===== config.mk =====
export PLATFORM = sky130hd
export DESIGN_NAME = uart_rx_sequencer
export DESIGN_NICKNAME = d
export VERILOG_FILES = /design/src/rtl/uart_rx_sequencer.sv
export SDC_FILE = /design/constraint.sdc
export NUM_CORES = 1
export LEC_CHECK = 0
export ABC_AREA = 1
export BUFFER_PORTS_ARGS = -buffer_cell sky130_fd_sc_hd__buf_4
export CAP_MARGIN = 20
export CELL_PAD_IN_SITES_DETAIL_PLACEMENT = 1
export CELL_PAD_IN_SITES_GLOBAL_PLACEMENT = 1
export CORE_AREA = 10 10 106 108
export CTS_CLUSTER_DIAMETER = 100
export DETAILED_ROUTE_END_ITERATION = 12
export DIE_AREA = 0 0 116 118
export PLACE_DENSITY = 0.83
export SYNTH_ARGS = -nofsm -noshare
export SYNTH_HDL_FRONTEND = slang
export SYNTH_SLANG_ARGS = --single-unit

===== constraint.sdc =====
create_clock -name clock_in -period 3.03 [get_ports clock_in]
set_input_delay 0.303 -clock clock_in [delete_from_list [all_inputs] [get_ports clock_in]]
set_output_delay 0.303 -clock clock_in [all_outputs]
set_load 0.05 [all_outputs]

===== src/rtl/uart_rx_sequencer.sv =====
// uart_rx_sequencer
// -----------------
// Receives asynchronous serial frames (one start bit, DATA_BITS data bits
// sent LSB first, one stop bit) using a 4x-oversample tick. Each bit period
// is split into four tick phases: phase 1 samples the line at mid-bit and
// phase 3 advances to the next bit. The frame ends at the stop-bit sample,
// so the receiver is back in IDLE halfway through the stop bit and can catch
// a start bit that follows immediately.
//
// Ports
//   clock_in    : single clock, rising edge
//   reset_n     : synchronous active-low reset
//   clkdiv      : tick divisor; tick period = clkdiv+1 clocks, latched at start
//   rx          : asynchronous serial input, idle high
//   data_out    : last correctly framed word
//   data_valid  : one-cycle pulse when data_out is updated
//   frame_error : one-cycle pulse when the stop bit is sampled low
//   busy        : high whenever a frame is in progress
module uart_rx_sequencer #(
  parameter int CLKDIV_W  = 26,
  parameter int DATA_BITS = 8
) (
  input  logic                 clock_in,
  input  logic                 reset_n,
  input  logic [CLKDIV_W-1:0]  clkdiv,
  input  logic                 rx,
  output logic [DATA_BITS-1:0] data_out,
  output logic                 data_valid,
  output logic                 frame_error,
  output logic                 busy
);

  localparam int IDX_W = (DATA_BITS > 1) ? $clog2(DATA_BITS) : 1;
  localparam logic [IDX_W-1:0] LAST_IDX = IDX_W'(DATA_BITS - 1);

  typedef enum logic [1:0] {
    IDLE  = 2'd0,
    START = 2'd1,
    DATA  = 2'd2,
    STOP  = 2'd3
  } state_t;

  state_t               state_q, state_d;
  logic                 sync1_q;
  logic                 rxs_q;
  logic                 rxd_q;
  logic [CLKDIV_W-1:0]  div_q, div_d;
  logic [CLKDIV_W-1:0]  cnt_q, cnt_d;
  logic [1:0]           phase_q, phase_d;
  logic [IDX_W-1:0]     bit_idx_q, bit_idx_d;
  logic [DATA_BITS-1:0] shift_q, shift_d;
  logic [DATA_BITS-1:0] data_q, data_d;
  logic                 valid_q, valid_d;
  logic                 ferr_q, ferr_d;

  logic start_det;
  logic tick;
  logic sample;
  logic advance;

  // Falling edge of the synchronized line while idle. After a frame error
  // with the line held low, rxd and rxs are both 0, so nothing restarts
  // until the line goes high and falls again.
  assign start_det = (state_q == IDLE) && rxd_q && !rxs_q;
  assign tick      = (state_q != IDLE) && (cnt_q == div_q);
  assign sample    = tick && (phase_q == 2'd1);
  assign advance   = tick && (phase_q == 2'd3);

  always_comb begin
    state_d   = state_q;
    div_d     = div_q;
    cnt_d     = cnt_q;
    phase_d   = phase_q;
    bit_idx_d = bit_idx_q;
    shift_d   = shift_q;
    data_d    = data_q;
    valid_d   = 1'b0;
    ferr_d    = 1'b0;

    if (state_q != IDLE) begin
      if (tick) begin
        cnt_d   = '0;
        phase_d = phase_q + 2'd1;
      end else begin
        cnt_d   = cnt_q + CLKDIV_W'(1);
      end
    end

    case (state_q)
      IDLE: begin
        if (start_det) begin
          // Divisor is captured here so later clkdiv changes only affect
          // the next frame.
          div_d     = clkdiv;
          cnt_d     = '0;
          phase_d   = 2'd0;
          bit_idx_d = '0;
          state_d   = START;
        end
      end
      START: begin
        if (sample && rxs_q) begin
          state_d = IDLE;            // glitch, not a real start bit
        end else if (advance) begin
          state_d = DATA;
        end
      end
      DATA: begin
        if (sample) begin
          shift_d[bit_idx_q] = rxs_q;
        end
        if (advance) begin
          if (bit_idx_q == LAST_IDX) begin
            bit_idx_d = '0;
            state_d   = STOP;
          end else begin
            bit_idx_d = bit_idx_q + IDX_W'(1);
          end
        end
      end
      STOP: begin
        if (sample) begin
          state_d = IDLE;
          if (rxs_q) begin
            data_d  = shift_q;
            valid_d = 1'b1;
          end else begin
            ferr_d  = 1'b1;
          end
        end
      end
      default: state_d = IDLE;
    endcase
  end

  always_ff @(posedge clock_in) begin
    if (!reset_n) begin
      state_q   <= IDLE;
      sync1_q   <= 1'b1;
      rxs_q     <= 1'b1;
      rxd_q     <= 1'b1;
      div_q     <= '0;
      cnt_q     <= '0;
      phase_q   <= 2'd0;
      bit_idx_q <= '0;
      shift_q   <= '0;
      data_q    <= '0;
      valid_q   <= 1'b0;
      ferr_q    <= 1'b0;
    end else begin
      state_q   <= state_d;
      sync1_q   <= rx;
      rxs_q     <= sync1_q;
      rxd_q     <= rxs_q;
      div_q     <= div_d;
      cnt_q     <= cnt_d;
      phase_q   <= phase_d;
      bit_idx_q <= bit_idx_d;
      shift_q   <= shift_d;
      data_q    <= data_d;
      valid_q   <= valid_d;
      ferr_q    <= ferr_d;
    end
  end

  assign data_out    = data_q;
  assign data_valid  = valid_q;
  assign frame_error = ferr_q;
  assign busy        = (state_q != IDLE);

endmodule


==> results of run 1 <==
-- final cells by class --
cell class | instances | area share
multi-input combinational | 411 | 0.438
sequential | 80 | 0.348
timing repair buffer | 42 | 0.0685
tap | 111 | 0.0302
inverter | 94 | 0.0766
clock inverter | 7 | 0.0120
clock buffer | 9 | 0.0269
-- routing by layer --
layer  share of wire  vias up
met5               0        -
met4           0.013        0
met3           0.044       15
met2            0.52       57
met1            0.42     1858
li1                -     1980
-- power by group --
part / leakage (uW) / switching [uW] / total [uW] / internal, uW
logic: 0.00125 / 409 / 611 / 202
registers: 0.000648 / 54.6 / 1160 / 1110
clock network: 0.0000919 / 445 / 752 / 308
-- worst paths after layout --
path,cells after the start,slack (ns),endpoint
worst max-delay path,10,0.85,cnt_q[12]
worst min register to register,1,0.42,rxs_q
worst min-delay path,2,0.12,sync1_q
worst max register to register,10,0.85,cnt_q[12]
-- cell families after synthesis --
kind of cell    Yosys count
buf+inv                 110
flops                    80
simple gates            298
fa+ha+maj                 5
compound gates           91
xor+xnor                 17
-- per-stage QoR --
stage	power, uW	cells
3_5_place_dp	1790	738
3_3_place_gp	1760	738
5_1_grt	2680	754
6_report	2530	754
2_1_floorplan	1610	601
4_1_cts	2540	754
-- state kept, by name, indices dropped and copies added, names as in the netlist, 2 cells and up, named ones only --
name       count
cnt_q         26
shift_q        8
data_out       8
bit_idx_q      3
phase_q        2
div_q         26
-- cell usage in the layout (no fill, tap or decap) --
| cell type | n |
|---|---|
| clkinv_4 | 1 |
| nor4_1 | 5 |
| o211ai_1 | 1 |
| inv_8 | 1 |
| nor3b_1 | 2 |
| clkinv_2 | 2 |
| nand3_4 | 1 |
| nand3_2 | 3 |
| nor3_2 | 2 |
| nor2_4 | 1 |
| inv_1 | 87 |
| o21ai_0 | 36 |
| nor3_1 | 14 |
| inv_6 | 2 |
| inv_2 | 7 |
| nand4_1 | 15 |
| ha_1 | 5 |
| a211oi_1 | 11 |
| or2_2 | 2 |
| o21a_1 | 2 |
| xor2_1 | 12 |
| dfxtp_1 | 80 |
| buf_4 | 42 |
| clkbuf_8 | 9 |
| nand2_1 | 135 |
| nor3b_2 | 2 |
| nand3b_1 | 2 |
| a21oi_1 | 41 |
| and2_1 | 1 |
| nand3_1 | 20 |
| nor2_1 | 88 |
| clkinvlp_4 | 1 |
| xnor2_1 | 5 |
| nor2_2 | 5 |
==> results_dict.tcl, run 1 <==
set metrics [dict create \
    fin_area_mm2 0.00461 \
    synth_nets 635 \
    drive_gt1_frac 0.126 \
    ant_nets 0 \
    synth.distinct_cells 32 \
    antennaDiodeCount 0 \
    drt_iter0_markers 140 \
    antenna_found_initial 0 \
    post-place-ws_ns 0.898 \
    fin_ws_ns 0.847 \
    ys_seq_area_frac 0.396 \
    clock_latency_ns 0.38 \
    clk_pin_slew_ns 0.10 \
    port_buffers 39 \
    grt_max_degree 43 \
    ys.flop_type "dfxtp_1" \
    grt_pass1_wl_um 19800 \
    endpoint_kind "flip-flop" \
    synthSimpleGateAreaFrac 0.325 \
    crit_chain "nor2_2 > inv_2 > nand3_1 > nor2_1 > nand2_1 > nor2_1 > nand2_1 > nand3_2 > a21oi_1 > o21a_1" \
    start_util 0.444 \
    worst-path-buf-inv 1 \
    leakagePower_uw 0.00199 \
    whs_ns 0.124 \
    tightestPinTransition_ns 0.597 \
    die-area_mm2 0.0137 \
    nets 672 \
    root_buffer "clkbuf_8" \
    h-tree-depth 3 \
    max_freq_mhz 458 \
    finalClockSkew_ns 0.0180 \
    cts-resized-gates 0 \
    synth-compound-area-share 0.121 \
    hpwlAfterDp_um 9210 \
    use_met3 0.0454 \
    top_usage_layer "met2" \
    avgSynthCellArea_um2 6.73 \
    cts_made_buffers 9 \
    cts_setup_buffers 0 \
    maxSlewViolCount 0 \
    synth_mux_area_frac 0 \
    grt_use_met2 0.316 \
    min_period_ns 2.18 \
    synth_top_family_by_area "simple AND/OR/NAND/NOR gates" \
    rsz0062_at_grt "no" \
    setup_viol_count_final 0 \
    worstHoldPathType "primary input to flip-flop" \
    synth_edf_count 0 \
    grt_pass1_vias 4173 \
    worstHoldStart "rx" \
    clockBufferDepth 2 \
    cts_tree "built" \
    via_per_inst 5.19 \
    yosysMostFrequentCell "nand2_1" \
    startpoint_type "flip-flop" \
    cellPowerDensity_mw_per_mm2 548 \
    synth_fa_ha_area_frac 0.0155 \
    place_area_mm2 0.00443 \
    routed_wl_um 11800 \
    synth_common_cells "nand2_1 (135), nor2_1 (88), inv_1 (87), dfxtp_1 (80), a21oi_1 (41)" \
    first_pass_iters 4 \
    netlist_top_cells_area "dfxtp_1 (40%), nand2_1 (13%), nor2_1 (8.2%), inv_1 (8.1%), a21oi_1 (5.1%)" \
    arrival_ns 2.49 \
    num_rows 35 \
    relSlewSlack 0.601 \
    grt.total_usage 0.177 \
    cp-startpoint "state_q[0]" \
    async_flop_share 0 \
    status "finished clean" \
    crit_fanout 24 \
    die_w_um 116 \
    cap_violations 0 \
    io_pins 40 \
    wl_per_cell_um 15.7 \
    cp_slowest_cell "nand3_2" \
    r2r-start "state_q[0]" \
    slowest_delay_ns 0.46 \
    clock-sinks 80 \
    netlist_instances 601 \
    gp_congestion 0.913 \
    yosysTopAreaCellShare 0.396 \
    fillers 1254 \
    area_growth_pct 13.8 \
    yosys.area.top_type "dfxtp_1" \
    placeableCoreArea_mm2 0.00911 \
    ir_drop_v 0.000350 \
    cp.required_ns 3.34 \
    grt_overflow 0 \
    post-route-drc-count 0 \
    ys_ff_latch 80 \
    final_util 0.506 \
    cp_top_family "simple AND/OR/NAND/NOR gates" \
    grtUsageMet1 0.201 \
    ctsHoldBuffers 0 \
    path_class "flip-flop to flip-flop" \
    synth-xor-area-share 0.0368 \
    final_hold_viol_count 0 \
    vias 3910 \
    multi_input_area_mm2 0.00202 \
    netlist_area_mm2 0.00405 \
    timing.final.crit_share 0.720 \
    tns_ns 0 \
    seq_area_mm2 0.00160 \
    synthesis.yosys.warnings 0 \
    die_h_um 118 \
]
No activity file was read; power rests on OpenSTA's default activity.
==> run 2: changes to the inputs <==
--- a/config.mk
+++ b/config.mk
@@ -10,11 +10,11 @@
 export CAP_MARGIN = 20
 export CELL_PAD_IN_SITES_DETAIL_PLACEMENT = 1
 export CELL_PAD_IN_SITES_GLOBAL_PLACEMENT = 1
-export CORE_AREA = 10 10 106 108
+export CORE_AREA = 10 10 110 112
 export CTS_CLUSTER_DIAMETER = 100
 export DETAILED_ROUTE_END_ITERATION = 12
-export DIE_AREA = 0 0 116 118
-export PLACE_DENSITY = 0.83
+export DIE_AREA = 0 0 120 122
+export PLACE_DENSITY = 0.77
 export SYNTH_ARGS = -nofsm -noshare
 export SYNTH_HDL_FRONTEND = slang
 export SYNTH_SLANG_ARGS = --single-unit
==> constraint.sdc (replaced) <==
create_clock -name clock_in -period 2.3 [get_ports clock_in]
set_input_delay 0.23 -clock clock_in [delete_from_list [all_inputs] [get_ports clock_in]]
set_output_delay 0.23 -clock clock_in [all_outputs]
set_load 0.05 [all_outputs]
==> run 2 against run 1 <==
Compared with the run above:
- via count unchanged
- die area up 7.0%
- clock skew down 0.0091 ns
- largest cell class unchanged
- largest power group unchanged
- highest routed layer unchanged
==> results_dict.tcl, run 2 (same netlist as run 1, synthesis figures left out) <==
set metrics [dict create \
    status "finished clean" \
    grt_max_degree 38 \
    startpoint_type "flip-flop" \
    max_freq_mhz 495 \
    ir_drop_v 0.000382 \
    switching_share 0.318 \
    ctsHoldBuffers 0 \
    cts_made_buffers 9 \
    min_period_ns 2.02 \
    ant_nets 0 \
    setup_viol_count_final 0 \
    hpwlAfterDp_um 9330 \
    grt_pass1_wl_um 20300 \
    relSlewSlack 0.638 \
    tightestPinTransition_ns 0.542 \
    root_buffer "clkbuf_8" \
    cp.required_ns 2.61 \
    path_class "flip-flop to flip-flop" \
    vias 3910 \
    rsz0062_at_grt "no" \
    die_w_um 120 \
    power_frac_comb 0.226 \
    cts_tree "built" \
    timing.final.crit_share 0.878 \
    cellPowerDensity_mw_per_mm2 757 \
    maxSlewViolCount 0 \
    antenna_found_initial 0 \
    arrival_ns 2.33 \
    leakagePower_uw 0.00205 \
    num_rows 37 \
    die-area_mm2 0.0146 \
    reg_top3 "cnt_q (26), div_q (26)" \
    area_growth_pct 17.3 \
    wl_per_cell_um 15.5 \
    r2r_slack_ns 0.28 \
    post-route-drc-count 0 \
    mostFrequentLayoutCell "nand2_1" \
    clock-sinks 80 \
    p_switching_uw 1140 \
    io_pins 40 \
    drt_iter0_markers 146 \
    antennaDiodeCount 0 \
    p_int_uw 2450 \
    via_per_inst 5.00 \
    clk_pin_slew_ns 0.08 \
    first_pass_iters 4 \
    nets 675 \
    drive_gt1_frac 0.135 \
    port_buffers 39 \
    start_util 0.403 \
    power_frac_clock 0.348 \
    cap_violations 0 \
    clockBufferDepth 2 \
    final_hold_viol_count 0 \
    placeableCoreArea_mm2 0.0100 \
    crit_chain "nand3_1 > nor2_1 > nand4_1 > nor2_2 > nand2_1 > nor2_1 > nand2_1 > xor2_1 > nor2_1" \
    grt_overflow 0 \
    endpoint_kind "flip-flop" \
    h-tree-depth 3 \
    power_uw 3590 \
    gp_congestion 0.861 \
    slowest_delay_ns 0.43 \
    final_cell_mix "nand2_1 (135), inv_1 (87), nor2_1 (87)" \
    tns_ns 0 \
    worstHoldPathType "primary input to flip-flop" \
    cp_slowest_cell "dfxtp_1" \
    crit_top_cell "nor2_1" \
    finalClockSkew_ns 0.00896 \
    worst-path-buf-inv 0 \
    routed_wl_um 12100 \
    cp_top_family "simple AND/OR/NAND/NOR gates" \
    p_seq_frac 0.426 \
    clock_latency_ns 0.38 \
    grt.total_usage 0.172 \
    crit_fanout 6 \
    die_h_um 122 \
    grt_pass1_vias 4032 \
    fillers 1346 \
]
[run 2: cell type report]
type                            instances  area [um^2]  area share
Inverter                               94          355      0.0748
Clock buffer                            9          124      0.0261
Clock inverter                          7          110      0.0232
Sequential cell                        80         1600       0.337
Timing Repair Buffer                   45          350      0.0738
Tap cell                              136          170      0.0358
Multi-Input combinational cell        411         2040       0.429
[run 2: metrics by stage]
step / std cells / setup WS, ns / cell area, um^2 / util / hold WS, ns
after floorplan: 601 / 0.578 / 4050 / - / 0.337
after global placement: 766 / 0.334 / 4490 / 0.447 / 0.398
after detailed placement: 766 / 0.219 / 4490 / 0.447 / 0.403
after CTS: 782 / 0.181 / 4730 / 0.471 / 0.0178
after global routing: 782 / 0.0287 / 4750 / 0.473 / 0.0209
final: 782 / 0.280 / 4750 / 0.473 / 0.0333
[run 2: path summary, 6_finish.rpt]
check | start | endpoint | cells past startpoint
worst max-delay path | cnt_q[1] | cnt_q[23] | 9
worst min-delay path | rx | sync1_q | 2
worst max register to register | cnt_q[1] | cnt_q[23] | 9
worst min register to register | sync1_q | rxs_q | 1
[run 2: what timing repair did]
action | in CTS | in global routing
endpoints found under the setup margin | 0 | 6
buffers inserted | 0 | 0
resized for setup | 0 | 5
[run 2: layer usage]
layer / routed length, um / global-route usage
met1: 5420 / 0.205
met2: 6050 / 0.296
met3: 423 / 0.0361
met4: 249 / 0.0724
met5: 0 / 0
[run 2: power groups by stage]
| stage | sequential [uW] | combinational [uW] | clock, uW |
|---|---|---|---|
| final | 1530 | 812 | 1250 |
| after CTS | 1530 | 819 | 1280 |
| after global placement | 1560 | 782 | 0 |
| after global routing | 1540 | 918 | 1340 |
| after floorplan | 1540 | 574 | 0 |
| after detailed placement | 1560 | 814 | 0 |
[run 2: worst reg2reg max path: cells and delay by family, from the launching register on]
family	cells	cell delay, ns
AND/OR/NAND/NOR	8	1.38
XOR/XNOR	1	0.15
flip-flops	1	0.43
